**config.mk**
```make
export PLATFORM = sky130hd
export DESIGN_NAME = cordic_sqrt_pre_flat
export DESIGN_NICKNAME = d
export VERILOG_FILES = /design/src/rtl/cordic_sqrt_pre_if.sv /design/src/rtl/cordic_sqrt_pre.sv /design/src/flat_wrapper.sv
export SDC_FILE = /design/constraint.sdc
export NUM_CORES = 1
export LEC_CHECK = 0
export BUFFER_PORTS_ARGS = -buffer_cell sky130_fd_sc_hd__buf_2
export CELL_PAD_IN_SITES_DETAIL_PLACEMENT = 1
export CELL_PAD_IN_SITES_GLOBAL_PLACEMENT = 1
export CORE_ASPECT_RATIO = 0.8
export CORE_MARGIN = 2
export CORE_UTILIZATION = 41
export CTS_BUF_LIST = sky130_fd_sc_hd__clkbuf_4 sky130_fd_sc_hd__clkbuf_8
export DETAILED_ROUTE_END_ITERATION = 6
export PLACE_DENSITY = 0.9
export RECOVER_POWER = 50
export SYNTH_ARGS = -nofsm -noshare
export SYNTH_HDL_FRONTEND = slang
export SYNTH_SLANG_ARGS = --single-unit
```
**constraint.sdc**
```tcl
create_clock -name clk -period 2.7 [get_ports clk]
set_clock_uncertainty 0.2 [all_clocks]
set_input_delay 0.135 -clock clk [delete_from_list [all_inputs] [get_ports clk]]
set_output_delay 0.135 -clock clk [all_outputs]
set_load 0.01 [all_outputs]
```
**src/rtl/cordic_sqrt_pre_if.sv**
```systemverilog
// cordic_sqrt_pre_if: operand/seed handshake bus for the CORDIC sqrt front end.
// Carries out_zero only when CORDIC_PRE_ZERO_DETECT_EN is defined.
interface cordic_sqrt_pre_if #(
  parameter int IN_WIDTH  = 16,
  parameter int SYM_WIDTH = 1,
  parameter int INT_WIDTH = 1,
  parameter int DEC_WIDTH = 14,
  parameter int K_WIDTH   = $clog2(IN_WIDTH/2+1)
);
  localparam int FW = SYM_WIDTH + INT_WIDTH + DEC_WIDTH;
  logic                in_valid;
  logic                in_ready;
  logic [IN_WIDTH-1:0] a;
  logic                out_valid;
  logic                out_ready;
  logic [FW-1:0]       x0;
  logic [FW-1:0]       y0;
  logic [FW-1:0]       z0;
  logic [K_WIDTH-1:0]  k;
`ifdef CORDIC_PRE_ZERO_DETECT_EN
  logic                out_zero;
`endif
  modport master (
    output in_valid, a, out_ready,
    input  in_ready, out_valid, x0, y0, z0, k
`ifdef CORDIC_PRE_ZERO_DETECT_EN
    , out_zero
`endif
  );
  modport slave (
    input  in_valid, a, out_ready,
    output in_ready, out_valid, x0, y0, z0, k
`ifdef CORDIC_PRE_ZERO_DETECT_EN
    , out_zero
`endif
  );
endinterface

```
**src/rtl/cordic_sqrt_pre.sv**
```systemverilog
// cordic_sqrt_pre: factors a = m*4^k and emits the hyperbolic seed x0=m+0.25, y0=m-0.25, z0=0.
// CORDIC_PRE_ZERO_DETECT_EN adds out_zero and forces a zero seed for a = 0.
module cordic_sqrt_pre #(
  parameter int IN_WIDTH  = 16,
  parameter int SYM_WIDTH = 1,
  parameter int INT_WIDTH = 1,
  parameter int DEC_WIDTH = 14,
  parameter int K_WIDTH   = $clog2(IN_WIDTH/2+1)
) (
  input logic clk,
  input logic rst,
  cordic_sqrt_pre_if.slave io
);
  localparam int FW = SYM_WIDTH + INT_WIDTH + DEC_WIDTH;
  localparam int PW = $clog2(IN_WIDTH);
  localparam logic [FW-1:0] Q = FW'(1) << (DEC_WIDTH - 2);
  logic                en;
  logic                s1_valid;
  logic [IN_WIDTH-1:0] s1_a;
  logic [K_WIDTH-1:0]  s1_k;
  logic [K_WIDTH-1:0]  k_next;
  logic [PW-1:0]       p;
  logic [FW-1:0]       m_fix;
`ifdef CORDIC_PRE_ZERO_DETECT_EN
  logic                a_zero;
  assign a_zero = s1_a == '0;
`endif
  assign en = !io.out_valid || io.out_ready;
  assign io.in_ready = en;
  always_comb begin
    p = '0;
    for (int i = 0; i < IN_WIDTH; i++)
      if (io.a[i]) p = PW'(i);
  end
  assign k_next = (io.a == '0) ? '0 : K_WIDTH'(p >> 1) + K_WIDTH'(1);
  // a * 2^(DEC-2k) in one shift: pre-scale by 2^DEC, then drop 2k bits (truncating)
  assign m_fix = FW'({s1_a, {DEC_WIDTH{1'b0}}} >> {s1_k, 1'b0});
  always_ff @(posedge clk or posedge rst) begin
    if (rst) begin
      s1_valid     <= 1'b0;
      s1_a         <= '0;
      s1_k         <= '0;
      io.out_valid <= 1'b0;
      io.x0        <= '0;
      io.y0        <= '0;
      io.z0        <= '0;
      io.k         <= '0;
`ifdef CORDIC_PRE_ZERO_DETECT_EN
      io.out_zero  <= 1'b0;
`endif
    end else if (en) begin
      s1_valid     <= io.in_valid;
      s1_a         <= io.a;
      s1_k         <= k_next;
      io.out_valid <= s1_valid;
      io.k         <= s1_k;
      io.z0        <= '0;
`ifdef CORDIC_PRE_ZERO_DETECT_EN
      io.x0        <= a_zero ? '0 : m_fix + Q;
      io.y0        <= a_zero ? '0 : m_fix - Q;
      io.out_zero  <= a_zero;
`else
      io.x0        <= m_fix + Q;
      io.y0        <= m_fix - Q;
`endif
    end
  end
endmodule

```
**src/flat_wrapper.sv**
```systemverilog
// flat-port wrapper written by rule: the top's interface ports become plain ports
module cordic_sqrt_pre_flat 
#(
  parameter int IN_WIDTH  = 16,
  parameter int SYM_WIDTH = 1,
  parameter int INT_WIDTH = 1,
  parameter int DEC_WIDTH = 14,
  parameter int K_WIDTH   = $clog2(IN_WIDTH/2+1)
)
  (clk, rst, io_in_valid, io_a, io_out_ready, io_in_ready, io_out_valid, io_x0, io_y0, io_z0, io_k);
  cordic_sqrt_pre_if #(.IN_WIDTH(IN_WIDTH), .SYM_WIDTH(SYM_WIDTH), .INT_WIDTH(INT_WIDTH), .DEC_WIDTH(DEC_WIDTH), .K_WIDTH(K_WIDTH)) io_i ();
  input logic clk;
  input logic rst;
  input wire logic [$bits(io_i.in_valid)-1:0] io_in_valid;
  input wire logic [$bits(io_i.a)-1:0] io_a;
  input wire logic [$bits(io_i.out_ready)-1:0] io_out_ready;
  output wire logic [$bits(io_i.in_ready)-1:0] io_in_ready;
  output wire logic [$bits(io_i.out_valid)-1:0] io_out_valid;
  output wire logic [$bits(io_i.x0)-1:0] io_x0;
  output wire logic [$bits(io_i.y0)-1:0] io_y0;
  output wire logic [$bits(io_i.z0)-1:0] io_z0;
  output wire logic [$bits(io_i.k)-1:0] io_k;
  assign io_i.in_valid = io_in_valid;
  assign io_i.a = io_a;
  assign io_i.out_ready = io_out_ready;
  assign io_in_ready = io_i.in_ready;
  assign io_out_valid = io_i.out_valid;
  assign io_x0 = io_i.x0;
  assign io_y0 = io_i.y0;
  assign io_z0 = io_i.z0;
  assign io_k = io_i.k;
  cordic_sqrt_pre #(.IN_WIDTH(IN_WIDTH), .SYM_WIDTH(SYM_WIDTH), .INT_WIDTH(INT_WIDTH), .DEC_WIDTH(DEC_WIDTH), .K_WIDTH(K_WIDTH)) u_core (.clk(clk), .rst(rst), .io(io_i));
endmodule
```
==> impl_metrics.toml <==
[outcome]
outcome = "complete, no violations"

[synth]
synth_edf_count = 0
synth_warnings = 0
synthFlopType = "dfrtp_1"
synth.distinct_cells = 49
synth_area_leaders = "dfrtp_1 39%, nand2_1 11%, buf_4 7.6%"
yosysSeqAreaShare = 0.394
synth_area_leader_cell = "dfrtp_1"
async_flop_share = 1.00
synth-seq-cells = 45
syn_avg_cell_area_um2 = 8.81
synth_area_mm2 = 0.00286
synthCells = 324
synth_top_area_frac = 0.394

[layout]
area_growth_pct = 16.6
fin_nets = 404
layout-drive-gt1-share = 0.126
instances_no_fill = 469
num_antenna_cells = 0
utilization = 0.488

[drt]
first_iter_violations = 119
dr.pass1.iters = 4
post_drt_wl_per_cell_um = 17.0
vias = 2538
ant_nets = 0
drt_wl_total_um = 7980
vias_per_cell = 5.41
post-route-drc-count = 0

[clocking]
cts_setup_buffers = 0
root_buffer = "clkbuf_8"
clockBufferDepth = 2
clk_pin_slew_ns = 0.09
cts_tree = "done"
numCtsBuffers = 5
cts.sinks = 45
clk_latency_ns = 0.30
cts-htree-levels = 2

[pwr]
seq_power_share = 0.430
p_switching_mw = 0.849
power.density_mw_per_mm2 = 656
p_sw_frac = 0.389
pwr-share-comb = 0.370
vdd_ir_drop_max_v = 0.000276
p_leak_nw = 1.51
p_clk_frac = 0.200
p_int_mw = 1.34

[place]
gp_congestion = 0.853
dp_cells = 443
dp_hpwl_um = 5670
io_buffers = 57

[timing]
setup_viol_count_final = 0
slew_headroom = 0.354
final.period_utilization = 0.930
slew_violations = 0
timing.final.crit_period_ns = 2.51
fin_setup_tns_ns = 0
hold_violations = 0
rsz0062_at_grt = "no"
worst_slew_pin_slew_ns = 0.963
fmax_ghz = 0.398

[grt]
grt.total_usage = 0.217
antenna_found_initial = 0
grt_pass1_wl_um = 13300
grt_remaining_overflow = 0
grt_max_degree = 45
grt_pass1_vias = 2659

[setup_path]
cp_cell_sequence = "buf_12 > mux2i_1 > mux4_2 > nand2b_1 > nand2_1 > inv_1 > ha_1 > xnor2_1 > o21ai_0"
path_max_fanout = 29
worst_setup_path_start_kind = "register"
worst-endpoint-arrival_ns = 2.45
worstPathRequired_ns = 2.64
worstSetupEndpointType = "register"
critPathBufInv = 2
slowest_stage = "mux4_2"
crit_type = "register to register"
crit_path_max_incr_delay_ns = 0.53
cpLargestDelayFamily = "multiplexers"

[die]
fp.dieArea_mm2 = 0.00765
core-area_mm2 = 0.00682
io_pins = 74
fp.dieW_um = 97.3
row_count = 27
initial_utilization = 0.418
die_h_um = 78.6

[worst_hold_path]
hp-class = "primary input to register"

[job]
cap_violations = 0
-- worst min-delay path: cells and delay by family --
family                 cells  cell delay, ns
buffers and inverters      2            0.37
AND/OR/NAND/NOR            2            0.13
-- power by group through the flow --
| stage | Combinational, mW | Clock, mW | Sequential (mW) |
|---|---|---|---|
| 2_1_floorplan | 0.568 | 0 | 0.955 |
| 3_3_place_gp | 0.789 | 0 | 0.938 |
| 3_5_place_dp | 0.822 | 0 | 0.947 |
| 4_1_cts | 0.850 | 0.450 | 0.935 |
| 5_1_grt | 0.893 | 0.481 | 0.962 |
| 6_report | 0.808 | 0.437 | 0.940 |
-- path summary, 6_finish.rpt --
kind	startpoint	endpoint	slack, ns	cells after the start
setup / recovery	u_core.s1_k[1]	u_core.io.y0[14]	0.19	9
hold / removal	io_out_ready	u_core.io.out_valid	0.17	4
setup reg to reg	u_core.s1_k[1]	u_core.io.y0[14]	0.19	9
hold reg to reg	u_core.s1_valid	u_core.s1_valid	0.27	2
max in group asynchronous	rst	u_core.s1_k[2]	1.30	4
min in group asynchronous	rst	u_core.s1_a[8]	0.28	3
-- synthesized netlist by cell type (all sizes together) (2+ instances only) --
master  number
o31ai        2
inv          4
o211ai       2
nor2b        6
a21oi        6
a22oi        2
nand2       80
nand2b       5
nand3b       2
mux2i       18
o21a         3
a31oi        2
a211oi       2
mux4         6
clkbuf      10
buf         38
dfrtp       45
xnor2        2
a221oi      10
and3         2
ha           3
nand3        3
nor2        33
a22o         2
o22ai        2
mux2         3
o21ai       12
nor4         4
clkinv       2
a221o        2
-- timing repair --
action | 4_1_cts | 5_1_grt
hold buffers | 18 | 0
endpoints found under the hold margin | 44 | 0
resized for setup | 0 | 0
-- cell usage in the layout (no fill, tap or decap), drive strengths merged, types with 2 or more instances in the layout --
| cell | Yosys | routed |
|---|---|---|
| nand2 | 80 | 80 |
| ha | 3 | 3 |
| o22ai | 2 | 2 |
| o211ai | 2 | 2 |
| mux2i | 18 | 18 |
| o31ai | 2 | 2 |
| mux2 | 3 | 3 |
| a211oi | 2 | 2 |
| buf | 38 | 27 |
| nand3b | 2 | 2 |
| dlygate4sd3 | 0 | 18 |
| and3 | 2 | 2 |
| o21a | 3 | 3 |
| a22o | 2 | 2 |
| a22oi | 2 | 2 |
| a221o | 2 | 2 |
| clkbuf | 10 | 45 |
| nand2b | 5 | 5 |
| dfrtp | 45 | 45 |
| clkinv | 2 | 3 |
| a21oi | 6 | 6 |
| nor2b | 6 | 6 |
| nor2 | 33 | 33 |
| nand3 | 3 | 3 |
| a31oi | 2 | 2 |
| nor4 | 4 | 4 |
| inv | 4 | 3 |
| o21ai | 12 | 12 |
| conb | 1 | 16 |
| a221oi | 10 | 10 |
| mux4 | 6 | 6 |
| xnor2 | 2 | 2 |
-- state kept, by name, indices dropped and copies added, names as in the netlist --
signal               count
u_core.s1_a             16
u_core.io.k              4
u_core.s1_valid          1
u_core.s1_k              4
u_core.io.x0             3
u_core.io.y0            16
u_core.io.out_valid      1
-- logic make-up (layout without fill, tap and decap cells) --
family                     Yosys count  after routing  share of synthesized area
xor gates and xnor gates             2              2                    0.00614
DFF                                 45             45                      0.394
buffers and inverters               54             97                      0.113
AOI/OAI and AO/OA                   53             53                      0.138
other                                1             16                    0.00131
muxes                               27             27                      0.126
and+or+nand+nor                    139            139                      0.208
adders and majority gates            3              3                     0.0131
-- final cells by class --
cell class,count,area (um2)
repair buffers,83,514
clock buffers,7,83.8
clock inverters,1,7.51
multi-input cells,240,1470
inverters,6,22.5
flip-flops and latches,45,1130
well taps,87,109
fillers,830,3500
-- stage by stage --
step | setup slack [ns] | hold slack, ns | area [um2] | total power, mW
6_report | 0.190 | 0.167 | 3330 | 2.18
4_1_cts | 0.218 | 0.173 | 3380 | 2.24
3_3_place_gp | 0.384 | 0.0648 | 3110 | 1.73
5_1_grt | 0.0685 | 0.227 | 3330 | 2.34
3_5_place_dp | 0.234 | 0.0776 | 3110 | 1.77
2_1_floorplan | 0.507 | 0.0474 | 2910 | 1.52
-- layer usage --
| layer | GRT usage | part of all wire |
|---|---|---|
| met1 | 0.279 | 0.43 |
| met2 | 0.381 | 0.50 |
| met3 | 0.0374 | 0.057 |
| met4 | 0.0597 | 0.017 |
| met5 | 0 | 0 |
No activity file was read; power rests on OpenSTA's default activity.
